## src/rtl/seq_alu.sv

```systemverilog
// seq_alu: registered ALU with valid/ready handshakes on both sides.
//
// One-cycle ops: AND, OR, ADD, SUB, SLT, NOR. An optional unsigned shift-add
// multiplier (MUL) retires one multiplier bit per cycle over WIDTH cycles.
// Each result and its flags are held until the consumer accepts them.
//
// Build option: define SEQ_ALU_MUL_EN to include the multiplier and the BUSY state.
// Without it, alu_op 011 is treated as illegal.
//
// Ports:
//   clk        rising-edge clock
//   rst_n      asynchronous active-low reset
//   in_valid   operands and op presented
//   in_ready   ALU idle and able to accept
//   a, b       operands (WIDTH)
//   alu_op     000 AND, 001 OR, 010 ADD, 110 SUB, 111 SLT, 100 NOR, 011 MUL
//   out_valid  result and flags valid (DONE state)
//   out_ready  consumer accepts the result
//   result     registered result (WIDTH)
//   zero       result == 0
//   carry_out  ADD/SUB carry out of the MSB; MUL: upper product half nonzero
//   overflow   signed overflow, ADD/SUB only
//   illegal    an unsupported alu_op was accepted
module seq_alu #(
  parameter int unsigned WIDTH = 32
) (
  input  logic             clk,
  input  logic             rst_n,
  input  logic             in_valid,
  output logic             in_ready,
  input  logic [WIDTH-1:0] a,
  input  logic [WIDTH-1:0] b,
  input  logic [2:0]       alu_op,
  output logic             out_valid,
  input  logic             out_ready,
  output logic [WIDTH-1:0] result,
  output logic             zero,
  output logic             carry_out,
  output logic             overflow,
  output logic             illegal
);

  localparam logic [2:0] OpAnd = 3'b000;
  localparam logic [2:0] OpOr  = 3'b001;
  localparam logic [2:0] OpAdd = 3'b010;
  localparam logic [2:0] OpSub = 3'b110;
  localparam logic [2:0] OpSlt = 3'b111;
  localparam logic [2:0] OpNor = 3'b100;

`ifdef SEQ_ALU_MUL_EN
  localparam logic [2:0]  OpMul   = 3'b011;
  localparam int unsigned CntW    = $clog2(WIDTH);
  localparam logic [CntW-1:0] CntLast = CntW'(WIDTH - 1);

  typedef enum logic [1:0] {StIdle, StBusy, StDone} state_e;
`else
  typedef enum logic [0:0] {StIdle, StDone} state_e;
`endif

  state_e state_q, state_d;

  logic [WIDTH-1:0] result_q, res_d;
  logic             zero_q, carry_q, ovf_q, ill_q;
  logic             carry_d, ovf_d, ill_d;
  logic             load;
  logic             accept;

  // Gated by rst_n so nothing is offered while the block is held in reset.
  assign in_ready  = rst_n & (state_q == StIdle);
  assign accept    = in_valid & in_ready;
  assign out_valid = (state_q == StDone);
  assign result    = result_q;
  assign zero      = zero_q;
  assign carry_out = carry_q;
  assign overflow  = ovf_q;
  assign illegal   = ill_q;

  // One-cycle datapath
  logic [WIDTH:0]   add_sum, sub_sum;
  logic             add_ovf, sub_ovf, slt_bit;
  logic [WIDTH-1:0] op_res;
  logic             op_c, op_v, op_ill;

  assign add_sum = {1'b0, a} + {1'b0, b};
  assign sub_sum = {1'b0, a} + {1'b0, ~b} + {{WIDTH{1'b0}}, 1'b1};
  assign add_ovf = (a[WIDTH-1] == b[WIDTH-1]) & (add_sum[WIDTH-1] != a[WIDTH-1]);
  assign sub_ovf = (a[WIDTH-1] != b[WIDTH-1]) & (sub_sum[WIDTH-1] != a[WIDTH-1]);
  // Sign of the difference corrected by overflow gives a true signed compare.
  assign slt_bit = sub_sum[WIDTH-1] ^ sub_ovf;

  always_comb begin
    op_res = '0;
    op_c   = 1'b0;
    op_v   = 1'b0;
    op_ill = 1'b0;
    case (alu_op)
      OpAnd: op_res = a & b;
      OpOr:  op_res = a | b;
      OpNor: op_res = ~(a | b);
      OpAdd: begin
        op_res = add_sum[WIDTH-1:0];
        op_c   = add_sum[WIDTH];
        op_v   = add_ovf;
      end
      OpSub: begin
        op_res = sub_sum[WIDTH-1:0];
        op_c   = sub_sum[WIDTH];
        op_v   = sub_ovf;
      end
      OpSlt: op_res = {{(WIDTH-1){1'b0}}, slt_bit};
      default: op_ill = 1'b1;
    endcase
  end

`ifdef SEQ_ALU_MUL_EN
  // Shift-add multiplier: prod_q holds {partial sum, unconsumed multiplier bits}.
  logic [2*WIDTH-1:0] prod_q, prod_step;
  logic [WIDTH-1:0]   mcand_q;
  logic [CntW-1:0]    cnt_q;
  logic [WIDTH:0]     step_sum;
  logic               mul_last;

  assign step_sum  = {1'b0, prod_q[2*WIDTH-1:WIDTH]} +
                     (prod_q[0] ? {1'b0, mcand_q} : {(WIDTH+1){1'b0}});
  assign prod_step = {step_sum, prod_q[WIDTH-1:1]};
  assign mul_last  = (cnt_q == CntLast);

  always_ff @(posedge clk or negedge rst_n) begin
    if (!rst_n) begin
      prod_q  <= '0;
      mcand_q <= '0;
      cnt_q   <= '0;
    end else if (accept && (alu_op == OpMul)) begin
      prod_q  <= {{WIDTH{1'b0}}, b};
      mcand_q <= a;
      cnt_q   <= '0;
    end else if (state_q == StBusy) begin
      prod_q  <= prod_step;
      cnt_q   <= cnt_q + 1'b1;
    end
  end
`endif

  // Next state and result load
  always_comb begin
    state_d = state_q;
    load    = 1'b0;
    res_d   = result_q;
    carry_d = carry_q;
    ovf_d   = ovf_q;
    ill_d   = ill_q;
    case (state_q)
      StIdle: begin
        if (accept) begin
`ifdef SEQ_ALU_MUL_EN
          if (alu_op == OpMul) begin
            state_d = StBusy;
          end else
`endif
          begin
            state_d = StDone;
            load    = 1'b1;
            res_d   = op_res;
            carry_d = op_c;
            ovf_d   = op_v;
            ill_d   = op_ill;
          end
        end
      end
`ifdef SEQ_ALU_MUL_EN
      StBusy: begin
        if (mul_last) begin
          state_d = StDone;
          load    = 1'b1;
          res_d   = prod_step[WIDTH-1:0];
          carry_d = |prod_step[2*WIDTH-1:WIDTH];
          ovf_d   = 1'b0;
          ill_d   = 1'b0;
        end
      end
`endif
      StDone: begin
        if (out_ready) state_d = StIdle;
      end
      default: state_d = StIdle;
    endcase
  end

  always_ff @(posedge clk or negedge rst_n) begin
    if (!rst_n) begin
      state_q  <= StIdle;
      result_q <= '0;
      zero_q   <= 1'b0;
      carry_q  <= 1'b0;
      ovf_q    <= 1'b0;
      ill_q    <= 1'b0;
    end else begin
      state_q <= state_d;
      if (load) begin
        result_q <= res_d;
        zero_q   <= (res_d == '0);
        carry_q  <= carry_d;
        ovf_q    <= ovf_d;
        ill_q    <= ill_d;
      end
    end
  end

endmodule

```

## config.mk

```make
export PLATFORM = sky130hd
export DESIGN_NAME = seq_alu
export DESIGN_NICKNAME = d
export VERILOG_FILES = /design/src/rtl/seq_alu.sv
export SDC_FILE = /design/constraint.sdc
export NUM_CORES = 1
export LEC_CHECK = 0
export CORE_AREA = 5 5 122 124
export CTS_CLUSTER_DIAMETER = 150
export CTS_CLUSTER_SIZE = 20
export DETAILED_ROUTE_END_ITERATION = 8
export DIE_AREA = 0 0 127 129
export GPL_ROUTABILITY_DRIVEN = 1
export PLACE_DENSITY = 0.76
export SLEW_MARGIN = 20
export SYNTH_ARGS = -nofsm -noshare
export SYNTH_HDL_FRONTEND = slang
export SYNTH_SLANG_ARGS = --single-unit
```

## constraint.sdc

```tcl
create_clock -name clk -period 6.48 [get_ports clk]
set_clock_uncertainty 0.2 [all_clocks]
set_input_delay 1.296 -clock clk [delete_from_list [all_inputs] [get_ports clk]]
set_output_delay 1.296 -clock clk [all_outputs]
set_load 0.02 [all_outputs]
```

# Yosys cells after proc, flatten, opt, wreduce, memory -nomap -nowiden
# Index checks and enable logic that the tools add are counted.
[op_classes]
n_addsub = 3
n_eq_ne = 9
mux = 10
n_bitwise = 10
reduce_logical = 4
[op_table]
columns = ["cell", "count"]
rows = [
  ["$pmux 32 s6", 1],
  ["$add 32x32->33", 2],
  ["$mux 32", 2],
  ["$not 32->32", 2],
  ["$add 33x1->33 const B", 1],
  ["$and 32x32->32", 1],
  ["$logic_not 32->1", 1],
  ["$or 32x32->32", 1],
  ["$eq 3x3->1 const B", 3],
  ["$pmux 1 s2", 3],
  ["$reduce_or 6->1", 1],
  ["$and 1x1->1", 4],
  ["$mux 1", 4],
  ["$eq 3x1->1 const B", 1],
  ["$eq 3x2->1 const B", 1],
  ["$logic_not 3->1", 1],
  ["$ne 1x1->1", 3],
  ["$reduce_and 3->1", 1],
  ["$eq 1x1->1", 1],
  ["$not 1->1", 1],
  ["$xor 1x1->1", 1],
]
[totals]
reg_bits = 37
input_bits = 71

# Depth between registers and ports, before layout
[depth]
word_depth = 10
mapped_depth = 23
ltp_nobuf = 22

# Least setup slack after synthesis
# OpenSTA, ideal clock, no wires.
[synth_timing]
path_type = "in2reg"
from = "input a[1]"
to = "register zero_q (netlist: zero)"
setup_ns = 0.104
arrival_time_ns = 5.944
required_time_ns = 6.176
path_slack_ns = 0.232
path_stages = 22
path_buffers = 0
cell_sequence = "inv_1 ha_1 o21ba_2 or4_4 a21oi_4 o211ai_1 a211oi_1 a211oi_1 o21ai_1 a21oi_1 o21bai_1 fa_1 nor3_1 o21ai_0 o21ai_0 or4_1 or4b_1 or4_4 nor4b_2 and4bb_1 nand4b_1 o41ai_2"
[synth_via]
elab_chain_len = 9
elab_cells_between_ends = 13
cone_classes = "add/sub: 3; eq/ne: 1; mux: 3; bitwise: 5; reduce/logical: 1"
[synth_lines]
columns = ["element", "line_no", "rtl"]
rows = [
  ["start, declared", "31", "input logic [WIDTH-1:0] a,"],
  ["$add 32x32->33", "85", "assign sub_sum = {1'b0, a} + {1'b0, ~b} + {{WIDTH{1'b0}}, 1'b1};"],
  ["$add 33x1->33", "85", ""],
  ["$ne 1x1->1", "87", "assign sub_ovf = (a[WIDTH-1] != b[WIDTH-1]) & (sub_sum[WIDTH-1] != a[WIDTH-1]);"],
  ["$and 1x1->1", "87", ""],
  ["$xor 1x1->1", "89", "assign slt_bit = sub_sum[WIDTH-1] ^ sub_ovf;"],
  ["$pmux 32 s6 (*)", "96", "case (alu_op)"],
  ["$mux 32 (*)", "154", "if (accept) begin"],
  ["$mux 32 (*)", "152", "case (state_q)"],
  ["$logic_not 32->1 (*)", "201", "zero_q <= (res_d == '0);"],
  ["end signal, assigned", "201", ""],
  ["end, declared", "63", "logic zero_q, carry_q, ovf_q, ill_q;"],
]
# Mark *: on every way between the ends. The rest lies on a longest branch, timed or not.
# A chain may end at the register's enable or synchronous reset.

# Worst setup path in the final report
[layout_timing]
from = "input b[0]"
to = "register zero_q (netlist: zero)"
[layout_via]
elab_chain_len = 10
elab_cells_between_ends = 14
cone_classes = "add/sub: 3; eq/ne: 1; mux: 3; bitwise: 6; reduce/logical: 1"
[layout_lines]
columns = ["element", "line_no", "rtl"]
rows = [
  ["start, declared", "32", "input logic [WIDTH-1:0] b,"],
  ["$not 32->32", "85", ""],
  ["$add 32x32->33", "85", ""],
  ["$add 33x1->33", "85", ""],
  ["$ne 1x1->1", "87", ""],
  ["$and 1x1->1", "87", ""],
  ["$xor 1x1->1", "89", ""],
  ["$pmux 32 s6 (*)", "96", ""],
  ["$mux 32 (*)", "154", ""],
  ["$mux 32 (*)", "152", ""],
  ["$logic_not 32->1 (*)", "201", ""],
]
# Marked as above.

==> impl_metrics.env <==
export IMPL_status="finished with violations"
export IMPL_violations="negative setup slack"
export IMPL_io_pins=109
export IMPL_synth_cells=960
export IMPL_fp_coreArea_um2=13700
export IMPL_regToRegSetupSlack_ns=2.75
export IMPL_start_kind="input port"
export IMPL_cts_tree="yes"
export IMPL_fmax_ghz=0.152
export IMPL_dpl_cell_area_um2=9040
export IMPL_setup_ws_ns=-0.0907
export IMPL_viasPerCell=6.20
export IMPL_clock_sinks=37
export IMPL_finalSetupViolations=1
export IMPL_yosys_area_top_type_share_pct=18.6
export IMPL_place_congestion=0.978
export IMPL_drive_gt1_share_pct=16.4
export IMPL_hp_start="result[27]"
export IMPL_die_area_um2=16400
export IMPL_yosysTopAreaCell="ha_1"
export IMPL_final_cell_area_um2=9320
export IMPL_hpwl_mm=20.5
export IMPL_max_slew_worst_pin_slew_ns=1.08
export IMPL_synthToLayoutAreaGrowth_pct=33.3
export IMPL_grt_pass1_wl_mm=41.0
export IMPL_worstPathArrival_ns=6.56
export IMPL_root_buffer="clkbuf_16"
export IMPL_syn_area_um2=6990
export IMPL_r2r_end="zero"
export IMPL_cp_max_fo=3
export IMPL_die_x_um=127
export IMPL_timing_hold_ws_ns=0.277
export IMPL_antenna_cells=0
export IMPL_synth_nets=1138
export IMPL_fin_nets=1329
export IMPL_portBuffers=108
export IMPL_cp_endpoint="zero"
export IMPL_fin_crit_ns=6.57
export IMPL_grt_max_degree=33
export IMPL_routed_wl_mm=26.0
export IMPL_cp_end_kind="register"
export IMPL_required_ns=6.47
export IMPL_irDropWorstVdd_mv=0.123
export IMPL_route_detailed_drc=0
export IMPL_maxSlewViolCount=0
export IMPL_rows=43
export IMPL_grt_overflow_total=0
export IMPL_postLayoutCoreUtil_pct=68.2
export IMPL_power_density_nw_per_um2=153
export IMPL_vias=8247
export IMPL_ant_nets=0
export IMPL_async_reset_ff_share_pct=100
export IMPL_synth_edff_count=0
export IMPL_clk_path_buf_depth=2
export IMPL_h_tree_depth=2
export IMPL_fillCellCount=1188
export IMPL_grt_pass1_vias=7923
export IMPL_antenna_found_initial=0
export IMPL_ys_warn_count=0
export IMPL_period_share_pct=101
export IMPL_firstDrtPassIters=8
export IMPL_r2r_start="out_valid"
export IMPL_leakage_nw=4.39
export IMPL_rsz0062_at_grt="yes"
export IMPL_avgSynthCellArea_um2=7.28
export IMPL_ys_seq_area_share_pct=13.2
export IMPL_finalHoldViolations=0
export IMPL_die_h_um=129
export IMPL_ys_types=85
export IMPL_drv_cap=0
export IMPL_synth_ff_type="dfrtp_1"
export IMPL_synth_seq_cells=37
export IMPL_path_class="in -> reg"
export IMPL_synth_area_leaders="ha_1, dfrtp_1, inv_1"
export IMPL_path_clk_slew_ns=0.06
export IMPL_r2r_cells=12
export IMPL_min_path_type="reg -> reg"
export IMPL_cts_inserted_buffers=5
export IMPL_avgRoutedWirePerCell_um=19.5
export IMPL_initial_core_util_pct=51.2
export IMPL_relSlewSlack_pct=26.1
export IMPL_cp_startpoint="b[0]"
export IMPL_first_iter_violations=978
export IMPL_grt_usage_pct=30.6
export IMPL_clk_latency_ns=0.28
export IMPL_postCtsHoldBufs=0
## final cells by class
type                    count  area (um2)  share of cell area (%)
well taps                 180         225                    2.42
flip-flops and latches     37         926                    9.93
repair buffers            241        2090                    22.4
inverters                 102         383                    4.11
clock buffers               7         143                    1.53
multi-input cells         764        5550                    59.6
## per-layer routing
layer / up-vias / track usage (%) / wire length, um
met5: - / 0 / 0
met4: 0 / 9.27 / 884
met3: 78 / 3.53 / 2540
met2: 462 / 51.5 / 12000
met1: 3826 / 41.4 / 10600
li1: 3881 / - / -
## stage by stage
step	TNS [ns]	total power, mW	worst slack (ns)	std cells
after detailed placement	-0.641	1.15	-0.641	1322
after global placement	-0.425	1.15	-0.425	1322
final	-0.0907	1.43	-0.0907	1331
after CTS	-0.243	1.41	-0.243	1330
after global routing	-0.300	1.50	-0.300	1331
after floorplan	0	0.782	0.232	960
## repair_timing
action,CTS,global route
endpoints found under the setup margin,1,1
gates cloned,0,0
setup buffers,1,1
pin swaps,12,12
gates resized for setup,21,17
## where the power goes
group	leakage [nW]	switching [mW]	internal, mW
Clock	0.0700	0.0940	0.151
Combinational	3.85	0.483	0.384
Sequential	0.465	0.0374	0.276
## worst max-delay path, stage by stage
cell and delay [ns]:
clkdlybuf4s50_1 0.45, ha_2 0.21, o21ba_4 0.20, or4_4 0.45
a21oi_4 0.22, o211ai_1 0.22, a211oi_4 0.29, a211oi_2 0.11
o21ai_1 0.16, a21oi_1 0.11, o21bai_1 0.21, fa_2 0.23
nor3_1 0.04, o21ai_1 0.12, o21ai_1 0.09, or4_1 0.41
or4b_1 0.49, or4_4 0.43, nor4b_2 0.21, and4bb_1 0.23
nand4b_1 0.11, o41ai_2 0.27
## kinds of logic (layout without fill, tap and decap cells)
family,count (synthesis),in the layout,synth area share [%]
AOI/OAI and AO/OA,336,336,34.2
and+or+nand+nor,290,290,20.0
buffers and inverters,159,350,8.86
adders and majority gates,107,107,19.5
DFF,37,37,13.2
xor gates and xnor gates,18,18,2.26
muxes,13,13,1.90
## placed cells by master (no fill, tap or decap), types with 12 or more instances in the layout
| cell type | synthesis | layout |
|---|---|---|
| o221ai_1 | 22 | 22 |
| nor2_1 | 85 | 83 |
| buf_4 | 1 | 132 |
| a211oi_1 | 17 | 15 |
| xnor2_1 | 16 | 16 |
| nand3_1 | 12 | 12 |
| o211ai_1 | 12 | 12 |
| nand2_1 | 89 | 89 |
| ha_1 | 104 | 99 |
| clkdlybuf4s50_1 | 0 | 97 |
| o31ai_1 | 21 | 20 |
| a2111oi_0 | 14 | 14 |
| nor3_1 | 18 | 18 |
| a21oi_1 | 74 | 74 |
| a21o_1 | 18 | 18 |
| o21ai_0 | 46 | 44 |
| inv_1 | 99 | 91 |
| dfrtp_1 | 37 | 37 |
## state kept, by name, summed over array words and instances (netlist names)
signal,cells
illegal,1
carry_out,1
overflow,1
result,32
zero,1
out_valid,1
## synth_stat cells, types with 16 or more instances
| cell type | number |
|---|---|
| nor3_1 | 18 |
| o221ai_1 | 22 |
| nand2_1 | 89 |
| ha_1 | 104 |
| o21ai_0 | 46 |
| a211oi_1 | 17 |
| a21o_1 | 18 |
| o31ai_1 | 21 |
| dfrtp_1 | 37 |
| xnor2_1 | 16 |
| inv_1 | 99 |
| nor2_1 | 85 |
| a21oi_1 | 74 |
| clkbuf_1 | 39 |
## worst min path at each step
stage,slack (ns),depth (start not counted),end
detailed placement,0.27,1,result[27]
global placement,0.26,1,result[27]
finish,0.28,1,result[27]
global route,0.30,1,result[27]
CTS,0.28,1,result[27]
floorplan,0.39,2,result[1]
Power figures use the tool's default switching activity.
